<file path="src/rtl/freq_gate_ctrl_pkg.sv">
// Shared definitions for the frequency-meter gate sequencer.
// State encoding and default gate window lengths.
package freq_gate_ctrl_pkg;

  typedef enum logic [1:0] {
    ST_IDLE  = 2'd0,
    ST_CLEAR = 2'd1,
    ST_GATE  = 2'd2,
    ST_LATCH = 2'd3
  } state_t;

  localparam int GATE_CYCLES_SIM   = 1000;
  localparam int GATE_CYCLES_BOARD = 50_000_000;

endpackage

</file>
<file path="src/rtl/freq_gate_ctrl_if.sv">
// Handshake bundle between the board pins, the gate sequencer and the BCD digit chain.
// master drives the measurement inputs; slave is the sequencer.
interface freq_gate_ctrl_if;
  logic run;
  logic sig_in;
  logic chain_max;
  logic cnt_clr;
  logic cnt_enb;
  logic cnt_ld;
  logic busy;
  logic overflow;

  modport master (
    output run, sig_in, chain_max,
    input  cnt_clr, cnt_enb, cnt_ld, busy, overflow
  );

  modport slave (
    input  run, sig_in, chain_max,
    output cnt_clr, cnt_enb, cnt_ld, busy, overflow
  );
endinterface

</file>
<file path="src/rtl/freq_gate_ctrl_sync_edge.sv">
// Two-flop synchronizer plus rising-edge detector for an asynchronous level input.
// Also usable for debounced push-buttons.
module freq_gate_ctrl_sync_edge (
  input  logic ck,
  input  logic rst_s,
  input  logic d,
  output logic rise
);

  logic s1, s2, s3;

  always_ff @(posedge ck) begin
    if (!rst_s) begin
      s1 <= 1'b0;
      s2 <= 1'b0;
      s3 <= 1'b0;
    end else begin
      s1 <= d;
      s2 <= s1;
      s3 <= s2;
    end
  end

  // Built only from flop outputs, so the pulse is glitch-free.
  assign rise = s2 & ~s3;

endmodule

</file>
<file path="src/rtl/freq_gate_ctrl.sv">
// Gate sequencer for a cascaded BCD frequency meter: clear, count for a fixed window,
// latch the displays and report overflow.
//
//   state    | meaning
//   ---------+--------------------------------------------------
//   ST_IDLE  | waiting for run=1, all strobes low
//   ST_CLEAR | one cycle, clears digit counters and gate_ovf
//   ST_GATE  | GATE_CYCLES cycles, sig_in rising edges counted
//   ST_LATCH | one cycle, loads display registers, latches overflow
module freq_gate_ctrl
  import freq_gate_ctrl_pkg::*;
#(
  parameter int GATE_CYCLES = GATE_CYCLES_SIM,
  parameter int CNT_W       = 10
) (
  input logic              ck,
  input logic              rst_s,
  freq_gate_ctrl_if.slave  bus
);

  localparam logic [CNT_W-1:0] GATE_LAST = CNT_W'(GATE_CYCLES - 1);

  state_t           state_q, state_d;
  logic [CNT_W-1:0] gate_cnt_q;
  logic             gate_ovf_q;
  logic             overflow_q;
  logic             rise;
  logic             gate_done;
  logic             cnt_clr, cnt_enb, cnt_ld, busy;

  freq_gate_ctrl_sync_edge u_sync_edge (
    .ck    (ck),
    .rst_s (rst_s),
    .d     (bus.sig_in),
    .rise  (rise)
  );

  assign gate_done = (gate_cnt_q == GATE_LAST);

  always_comb begin
    state_d = state_q;
    cnt_clr = 1'b0;
    cnt_enb = 1'b0;
    cnt_ld  = 1'b0;
    busy    = 1'b1;
    case (state_q)
      ST_IDLE: begin
        busy = 1'b0;
        if (bus.run) state_d = ST_CLEAR;
      end
      ST_CLEAR: begin
        cnt_clr = 1'b1;
        state_d = ST_GATE;
      end
      ST_GATE: begin
        cnt_enb = rise;
        if (gate_done) state_d = ST_LATCH;
      end
      ST_LATCH: begin
        cnt_ld  = 1'b1;
        state_d = bus.run ? ST_CLEAR : ST_IDLE;
      end
      default: state_d = ST_IDLE;
    endcase
  end

  always_ff @(posedge ck) begin
    if (!rst_s) begin
      state_q    <= ST_IDLE;
      gate_cnt_q <= '0;
      gate_ovf_q <= 1'b0;
      overflow_q <= 1'b0;
    end else begin
      state_q <= state_d;
      case (state_q)
        ST_CLEAR: begin
          gate_cnt_q <= '0;
          gate_ovf_q <= 1'b0;
        end
        ST_GATE: begin
          if (!gate_done) gate_cnt_q <= gate_cnt_q + 1'b1;
          // Chain at all-nines plus one more count wraps to zero.
          if (cnt_enb && bus.chain_max) gate_ovf_q <= 1'b1;
        end
        ST_LATCH: overflow_q <= gate_ovf_q;
        default: ;
      endcase
    end
  end

  assign bus.cnt_clr  = cnt_clr;
  assign bus.cnt_enb  = cnt_enb;
  assign bus.cnt_ld   = cnt_ld;
  assign bus.busy     = busy;
  assign bus.overflow = overflow_q;

endmodule

</file>
<file path="src/flat_wrapper.sv">
// flat-port wrapper written by rule: the top's interface ports become plain ports
module freq_gate_ctrl_flat import freq_gate_ctrl_pkg::*;
#(
  parameter int GATE_CYCLES = GATE_CYCLES_SIM,
  parameter int CNT_W       = 10
)
  (ck, rst_s, bus_run, bus_sig_in, bus_chain_max, bus_cnt_clr, bus_cnt_enb, bus_cnt_ld, bus_busy, bus_overflow);
  freq_gate_ctrl_if bus_i ();
  input logic ck;
  input logic rst_s;
  input wire logic [$bits(bus_i.run)-1:0] bus_run;
  input wire logic [$bits(bus_i.sig_in)-1:0] bus_sig_in;
  input wire logic [$bits(bus_i.chain_max)-1:0] bus_chain_max;
  output wire logic [$bits(bus_i.cnt_clr)-1:0] bus_cnt_clr;
  output wire logic [$bits(bus_i.cnt_enb)-1:0] bus_cnt_enb;
  output wire logic [$bits(bus_i.cnt_ld)-1:0] bus_cnt_ld;
  output wire logic [$bits(bus_i.busy)-1:0] bus_busy;
  output wire logic [$bits(bus_i.overflow)-1:0] bus_overflow;
  assign bus_i.run = bus_run;
  assign bus_i.sig_in = bus_sig_in;
  assign bus_i.chain_max = bus_chain_max;
  assign bus_cnt_clr = bus_i.cnt_clr;
  assign bus_cnt_enb = bus_i.cnt_enb;
  assign bus_cnt_ld = bus_i.cnt_ld;
  assign bus_busy = bus_i.busy;
  assign bus_overflow = bus_i.overflow;
  freq_gate_ctrl #(.GATE_CYCLES(GATE_CYCLES), .CNT_W(CNT_W)) u_core (.ck(ck), .rst_s(rst_s), .bus(bus_i));
endmodule
</file>
<file path="config.mk">
export PLATFORM = sky130hd
export DESIGN_NAME = freq_gate_ctrl_flat
export DESIGN_NICKNAME = d
export VERILOG_FILES = /design/src/rtl/freq_gate_ctrl_pkg.sv /design/src/rtl/freq_gate_ctrl_if.sv /design/src/rtl/freq_gate_ctrl_sync_edge.sv /design/src/rtl/freq_gate_ctrl.sv /design/src/flat_wrapper.sv
export SDC_FILE = /design/constraint.sdc
export NUM_CORES = 1
export LEC_CHECK = 0
export CORE_MARGIN = 2
export CORE_UTILIZATION = 50
export CTS_CLUSTER_DIAMETER = 100
export DETAILED_ROUTE_END_ITERATION = 7
export PLACE_DENSITY = 0.77
export SLEW_MARGIN = 20
export SYNTH_ARGS = -nofsm -noshare
export SYNTH_HDL_FRONTEND = slang
export SYNTH_HIERARCHICAL = 1
export SYNTH_SLANG_ARGS = --single-unit
</file>
<file path="constraint.sdc">
create_clock -name ck -period 3 [get_ports ck]
set_clock_uncertainty 0.2 [all_clocks]
set_input_delay 0.6 -clock ck [delete_from_list [all_inputs] [get_ports ck]]
set_output_delay 0.6 -clock ck [all_outputs]
set_load 0.05 [all_outputs]
</file>
# Word level (Yosys, flattened, before mapping)
# Index checks and enable logic that the tools add are counted.
# totals
regBits	17
input_bits	5
output_inout_bits	5
wordCells	36
# classes
addsub	1
eq_ne	8
muxes	12
n_bitwise	2
reduce_logical	6
# op_table
operator	n
case mux 10 bit (2 select lines)	1
adder 10 x 1 -> 10 bit (second input constant)	1
== test 10 bit (second input constant)	1
2-to-1 mux 10 bit	1
case mux 2 bit (4 select lines)	1
2-to-1 mux 1 bit	6
AND reduction 2 bit	3
== test 2 bit (second input constant)	2
2-to-1 mux 2 bit	2
inequality test 2 x 1 -> 1 bit (second input constant)	2
inequality test 2 bit (second input constant)	2
== test 2 x 1 -> 1 bit (second input constant)	1
zero test 2 bit	1
case mux 1 bit (2 select lines)	1
nonzero test 2 bit	1
AND 1 bit	1
logical AND 1 bit	1
inverter 1 bit	1

# Logic depth before layout (Yosys ltp)
# Gate-level depths: netlist of the first run.
# depth
word_depth	6
ltp_mapped	8
ltp_nobuf	6

# Cells and area by module
# Netlist of the first run, hierarchy kept.
# by_module_without_submodules
mod	n_inst	cells_each	area_each_um2	seq_area_each_um2
freq_gate_ctrl	1	103	842.1	280.3
freq_gate_ctrl_sync_edge	1	7	92.6	60.1

# Least setup slack after synthesis of the first run
# Ideal clock, no wire load.
# synth_path
path_kind	reg2out
startpoint	register u_core.state_q[0]
endpoint	output port bus_cnt_enb
arrival_ns	1.193
t_required_ns	2.200
slack_ns	1.007
path_stages_with_launch	5
path_buffers	1
cell_sequence	dfxtp_1 > inv_1 > ha_1 > buf_2 > and2_1
# synth_via
elab_chain_len	2
# synth_rtl
element	line	text
from (decl)	freq_gate_ctrl.sv:23	state_t state_q, state_d;
from (signal assigned)	freq_gate_ctrl.sv:74	state_q <= state_d;
== test 2 bit	freq_gate_ctrl.sv:46	case (state_q)
2-to-1 mux 1 bit	freq_gate_ctrl.sv:46	
to (decl)	flat_wrapper.sv:15	output wire logic [$bits(bus_i.cnt_enb)-1:0] bus_cnt_enb;
# Every way passes these cells.

# Worst setup path after layout of the first run
# layout_path
startpoint	register u_core.state_q[0]
endpoint	output port bus_busy
# layout_via
elab_chain_len	2
# layout_rtl
element	line	text
zero test 2 bit	freq_gate_ctrl.sv:46	
2-to-1 mux 1 bit	freq_gate_ctrl.sv:46	
to (decl)	flat_wrapper.sv:17	output wire logic [$bits(bus_i.busy)-1:0] bus_busy;
# Every way passes these cells.

==> metrics.md, run 1 <==
| Metric | Value |
|---|---|
| Hold Vio Cnt, Final | `0` |
| Die area | `~0.0022 sq mm` |
| Area of the multi-input gates | `around 550 sq um` |
| Relative slew slack | `0.597` |
| # Post-CTS Setup Buffers | `0` |
| Hold buffers post-CTS | `0` |
| Final Slew Violations | `0` |
| Netlist Area Pre-Place | `around 930 sq um` |
| Worst reg2reg startpoint | `u_core/state_q[0]` |
| Grt total ovfl | `0` |
| IO buf count | `9` |
| Crit path max-delay cell type | `clkdlybuf4s50_1` |
| Post-synthesis xor/xnor area fraction | `0` |
| TritonRoute pass-1 iters | `4` |
| Area Overhead vs Synth | `15.0%` |
| Grt peak-use layer | `met2` |
| Min cycle time layout | `2.66 ns` |
| Compound-Gate Fraction of Synth Area | `0.171` |
| Number of antenna violations at the first check in global routing | `0` |
| Mux cell area share after synthesis | `0.0214` |
| Startpoint types | `flop` |
| Register area share after synthesis | `0.364` |
| Status | `finished clean` |
| Initial DRC count | `38` |
| Register area | `between 300 and 400 sq um` |
| Layout cells sized above 1 | `0.125` |
| Number of global-route vias before repair | `770` |
| Vias | `841` |
| Largest family of logic cells by synthesized area | `simple AND/OR/NAND/NOR gates` |
| CTS clk-pin slew, worst paths | `0.11 ns` |
| TritonCTS clock tree | `built` |
| Hold Startpoint | `u_core/u_sync_edge/s1` |
| I/O Pins | `10` |
| Crit-path max cell delay | `0.80 ns` |
| Synth Register Bits | `17` |
| Buf/Inv on CP | `3` |
| Worst skew pair latency | `0.29 ns` |
| Crit. End Element | `primary output` |
| Most frequent cells in the layout | `17 x dfxtp_1, 13 x nand3_1, 8 x clkdlybuf4s50_1, 8 x nor2_1` |
| Top cell by count, worst path | `inv_1` |
| Post-synthesis adder-cell area fraction | `0.0803` |
| Simple-Gate Fraction of Synth Area | `0.317` |
| Worst Path Required | `2.20 ns` |
| Synth cell types | `35` |
| GR Layer Usage met3 | `0.0346` |
| Setup crit start | `u_core/state_q[0]` |
| CTS Buf Count | `3` |
| RSZ-0062 raised after global routing | `false` |
| Global Route met2 Usage | `0.335` |
| Ys Warns | `6` |
| Drc violations | `0` |
| WL/cell | `~13 um` |
| Final worst-path cycle share | `0.886` |
| Pwr dens | `633 mW/mm^2` |
| Initial Utilization | `0.535` |
| Area of the core | `0.00175 sq mm` |
| Final setup vio count | `0` |
| Largest net degree at the start of global routing | `19` |
| Met1 Use GR | `0.252` |
| Die Wd | `47.2 um` |
| Hold Path Class | `reg -> reg` |
| Sink Count | `17` |
| First-pass GRT wire length | `3170 um` |
| Final antenna-violating net count | `0` |
| Gate Count Post-Synth | `110` |
| Internal reg-to-reg setup slack | `just under 0.7 ns` |
| Total power | `~0.7 mW` |
| Post-CTS sizing | `0` |
| Peak supply drop | `between 0.3 and 0.4 mV` |
| CTS Buffer Depth | `2` |
| Nets | `132` |
| Total Wirelength | `1910 um` |
| Crit path cell chain | `inv_1 -> ha_1 -> inv_1 -> clkdlybuf4s50_1` |
| Top delay family on crit path | `buffers and inverters` |
| Most common cell after layout, fill and taps aside | `dfxtp_1` |
| Post-Syn Nets | `121` |
| # Max-Cap Violations | `0` |
| Max Fclk | `~0.38 GHz` |
| Setup TNS | `0 ns` |
| CP Max Fanout | `5` |
| Worst-margin pin slew | `0.605 ns` |
| DP HPWL | `approximately 1400 um` |
| Avg Inst Size Synth | `8.50 sq um` |
| GPL Wtd Cong | `0.806` |
| Rows | `15` |
| Total GRT Usage | `0.198` |
| Critical path class | `reg -> out` |
| Diode count | `0` |
| Clock Tree Root | `clkbuf_4` |
| FILL cells | `168` |
| WP data arrival | `about 1.9 ns` |
| Leakage power | `between 0.3 and 0.4 nW` |
| Number of vias per cell | `5.80` |
| H-tree depth | `1` |
| Die height | `47.2 um` |
-- logic make-up after synthesis --
logic type	Yosys count
compound gates	23
fa+ha+maj	6
buf+inv	11
flops	17
mux	2
simple gates	51
-- Yosys cell counts, drive strengths merged --
master | number | area, sq um
nor2b | 1 | 13.8
nand3b | 1 | 7.51
o211ai | 5 | 37.5
nor4 | 1 | 6.26
o31ai | 1 | 7.51
o21ai | 3 | 15.0
a221oi | 1 | 15.0
a31oi | 2 | 12.5
a211oi | 2 | 15.0
dfxtp | 17 | 340
buf | 1 | 5.00
nand4 | 3 | 25.0
a21oi | 5 | 25.0
a211o | 1 | 8.76
nand2b | 1 | 6.26
and2 | 4 | 25.0
or4 | 2 | 17.5
nor2 | 8 | 30.0
nand2 | 6 | 22.5
nand4b | 2 | 17.5
nand3 | 13 | 65.1
inv | 6 | 22.5
or2 | 1 | 6.26
a21o | 1 | 7.51
ha | 6 | 75.1
and3 | 3 | 20.0
mux2i | 2 | 20.0
clkbuf | 4 | 15.0
a31o | 1 | 8.76
o21bai | 1 | 7.51
or3 | 3 | 23.8
nor3 | 2 | 10.0
-- power breakdown --
part           internal (mW)  total, mW  switching [mW]
clock network         0.0516      0.120          0.0689
registers              0.242      0.258          0.0162
logic                  0.107      0.302           0.195
-- registers in the layout, summed over array words and instances, names as in the netlist --
register / count
u_core/u_sync_edge/s3: 1
u_core/u_sync_edge/s1: 1
u_core/gate_ovf_q: 1
u_core/state_q: 2
u_core/u_sync_edge/s2: 1
u_core/gate_cnt_q: 10
u_core/bus.overflow: 1
-- cell type report --
type                    count  share of cell area
flip-flops and latches     17               0.317
repair buffers             11              0.0955
multi-input cells          82               0.513
well taps                  25              0.0291
inverters                   6              0.0210
clock buffers               4              0.0244
-- routing by layer --
| layer | wire length, um | part of all wire |
|---|---|---|
| met4 | 12 | 0.0063 |
| met3 | 125 | 0.065 |
| met2 | 916 | 0.48 |
| met5 | 0 | 0 |
| met1 | 857 | 0.45 |
-- metrics by stage --
stage / setup WS (ns) / area, sq um / hold slack, ns / utilization / cells
floorplan: 1.01 / 935 / 0.206 / - / 110
global placement: 0.707 / 1050 / 0.215 / 0.601 / 141
detailed placement: 0.663 / 1050 / 0.232 / 0.601 / 141
CTS: 0.336 / 1070 / 0.253 / 0.616 / 145
global route: 0.231 / 1070 / 0.269 / 0.616 / 145
finish: 0.342 / 1070 / 0.250 / 0.616 / 145
-- final timing paths --
path	endpoint	depth (start not counted)
worst min register to register	u_core/u_sync_edge/s2	1
worst min-delay path	u_core/u_sync_edge/s2	1
worst max register to register	u_core/gate_cnt_q[5]	5
worst max-delay path	bus_busy	4
No activity file was read; power rests on OpenSTA's default activity.
==> run 2: changes to the inputs <==
CORE_UTILIZATION = 39   (was 50)
PLACE_DENSITY = 0.64   (was 0.77)
==> run 2 against run 1 <==
Compared with the run above: routed wire length is 6.9% higher; first-iteration DRC count is 84% lower; fmax is 0.51% higher; cell area is 0.47% higher; critical path type unchanged; largest power group unchanged.
==> metrics.md, run 2 (synthesis results as in run 1) <==
| Metric | Value |
|---|---|
| Critical path class | `reg -> out` |
| Worst Hold Depth | `1 (unchanged)` |
| WL met3 | `76 um (-39%)` |
| # Max-Cap Violations | `0 (unchanged)` |
| I/O Pins | `10 (unchanged)` |
| Die height | `53.0 um (+12%)` |
| TritonCTS clock tree | `built` |
| TritonRoute pass-1 iters | `4 (unchanged)` |
| Setup TNS | `0 ns (unchanged)` |
| GPL Wtd Cong | `0.804 (-0.31%)` |
| DP HPWL | `1490 um (+5.3%)` |
| Grt total ovfl | `0 (unchanged)` |
| Worst setup path end | `bus_busy` |
| Worst Hold Margin | `0.247 ns (-0.00331 ns)` |
| Die Wd | `53.0 um (+12%)` |
| Relative slew slack | `0.672 (+0.0750)` |
| Largest register FFs | `10 (unchanged)` |
| Most frequent cells in the layout | `17 x dfxtp_1, 13 x nand3_1, 8 x clkdlybuf4s50_1, 8 x nor2_1` |
| IO buf count | `9 (unchanged)` |
| Setup crit start | `u_core/state_q[0]` |
| # Post-CTS Setup Buffers | `0 (unchanged)` |
| Sink Count | `17 (unchanged)` |
| Top Registers | `u_core/gate_cnt_q (10), u_core/state_q (2)` |
| Layout cells sized above 1 | `0.133 (+0.00833)` |
| Total GRT Usage | `0.172 (-0.0258)` |
| Worst reg2reg startpoint | `u_core/state_q[0]` |
| Largest net degree at the start of global routing | `16 (-3)` |
| Number of antenna violations at the first check in global routing | `0 (unchanged)` |
| Worst Path Required | `2.20 ns (about the same)` |
| Final Slew Violations | `0 (unchanged)` |
| Biggest register | `u_core/gate_cnt_q` |
| Die area | `0.00280 sq mm (+26%)` |
| Leakage power | `0.402 nW (+0.95%)` |
| Area of the core | `0.00223 sq mm (+28%)` |
| CTS Buffer Depth | `2 (unchanged)` |
| H-tree depth | `1 (unchanged)` |
| CTS clk-pin slew, worst paths | `0.10 ns (about the same)` |
| Rows | `17 (+2)` |
| Initial Utilization | `0.418 (-0.117)` |
| Most common cell after layout, fill and taps aside | `dfxtp_1` |
| WL/cell | `13.8 um (+4.7%)` |
| RR Endpoint | `u_core/gate_cnt_q[5]` |
| Number of global-route vias before repair | `788 (+2.3%)` |
| Met1 WL | `1010 um (+18%)` |
| Diode count | `0 (unchanged)` |
| Nets | `132 (unchanged)` |
| Worst-margin pin slew | `0.490 ns (-0.114 ns)` |
| Post-CTS sizing | `0 (unchanged)` |
| Highest metal used | `met4` |
| Total Wirelength | `2040 um (+6.9%)` |
| Status | `finished clean` |
| Crit. End Element | `primary output` |
| CTS Buf Count | `3 (unchanged)` |
| Final setup vio count | `0 (unchanged)` |
| Pwr dens | `634 mW/mm^2 (+0.18%)` |
| Final worst-path cycle share | `0.881 (-0.00453)` |
| Max Fclk | `0.378 GHz (+0.51%)` |
| R2r worst-path depth | `5 (unchanged)` |
| Hold Vio Cnt, Final | `0 (unchanged)` |
| Peak supply drop | `0.309 mV (-23%)` |
| Worst skew pair latency | `0.29 ns (about the same)` |
| CP Max Fanout | `5 (unchanged)` |
| Min cycle time layout | `2.64 ns (-0.0136 ns)` |
| Vias | `819 (-2.6%)` |
| RSZ-0062 raised after global routing | `false` |
| Final antenna-violating net count | `0 (unchanged)` |
| Number of vias per cell | `5.53 (-4.6%)` |
| Startpoint types | `flop` |
| Internal reg-to-reg setup slack | `0.91 ns (+0.22 ns)` |
| Initial DRC count | `6 (-84%)` |
| WP data arrival | `1.84 ns (-0.02 ns)` |
| Met2 WL | `933 um (+1.9%)` |
| First-pass GRT wire length | `3530 um (+11%)` |
| Hold buffers post-CTS | `0 (unchanged)` |
| Drc violations | `0 (unchanged)` |
| Area Overhead vs Synth | `15.5%` |
| Clock Tree Root | `clkbuf_4` |
| Hold Path Class | `reg -> reg` |
run 2: changes by cell type in the layout (fill, tap and decap cells not counted):
cell | previous run | this run
clkbuf_1 | 1 | 0
clkinv_2 | 0 | 1
run 2: worst min-delay path by stage:
stage | start | end | slack (ns)
after floorplan | u_core/u_sync_edge/s1 | u_core/u_sync_edge/s2 | 0.21
after global placement | u_core/u_sync_edge/s1 | u_core/u_sync_edge/s2 | 0.23
after CTS | u_core/u_sync_edge/s1 | u_core/u_sync_edge/s2 | 0.25
after global routing | u_core/u_sync_edge/s1 | u_core/u_sync_edge/s2 | 0.28
after detailed placement | u_core/u_sync_edge/s1 | u_core/u_sync_edge/s2 | 0.22
final | u_core/u_sync_edge/s1 | u_core/u_sync_edge/s2 | 0.25
run 2: power breakdown:
group | internal, mW | leakage (nW) | switching, mW
sequential | 0.242 | 0.138 | 0.0158
clock | 0.0495 | 0.0177 | 0.0704
combinational | 0.108 | 0.246 | 0.199
run 2: worst max-delay path, stage by stage (launching register included):
cell	delay, ns
dfxtp_1	0.37
inv_1	0.12
ha_1	0.21
inv_1	0.06
clkdlybuf4s50_1	0.79
run 2: metrics by stage:
stage          utilization  instances  power, mW  setup WS (ns)  cell area [sq um]
2_1_floorplan            -        110      0.486           1.01                935
3_3_place_gp         0.471        144      0.565          0.704               1050
3_5_place_dp         0.471        144      0.571          0.667               1050
4_1_cts              0.483        148      0.694          0.335               1080
5_1_grt              0.483        148      0.737          0.203               1080
6_report             0.483        148      0.685          0.356               1080
run 2: layout make-up:
type	count	area [sq um]
Clock buffer	3	22.5
Inverter	6	22.5
Tap cell	28	35.0
Fill cell	234	1150
Multi-Input combinational cell	82	552
Timing Repair Buffer	11	103
Sequential cell	17	340
Clock inverter	1	5.00
run 2: routing by layer:
metal,up-vias,GRT usage
met3,2,0.0424
met1,385,0.226
met2,15,0.277
met4,0,0.0513
li1,417,-
met5,-,0
==> run 3: changes to the inputs <==
TNS_END_PERCENT = 20   (was unset)
==> results of run 3 <==
The final DEF is identical to that of run 2; final timing and power are the same.
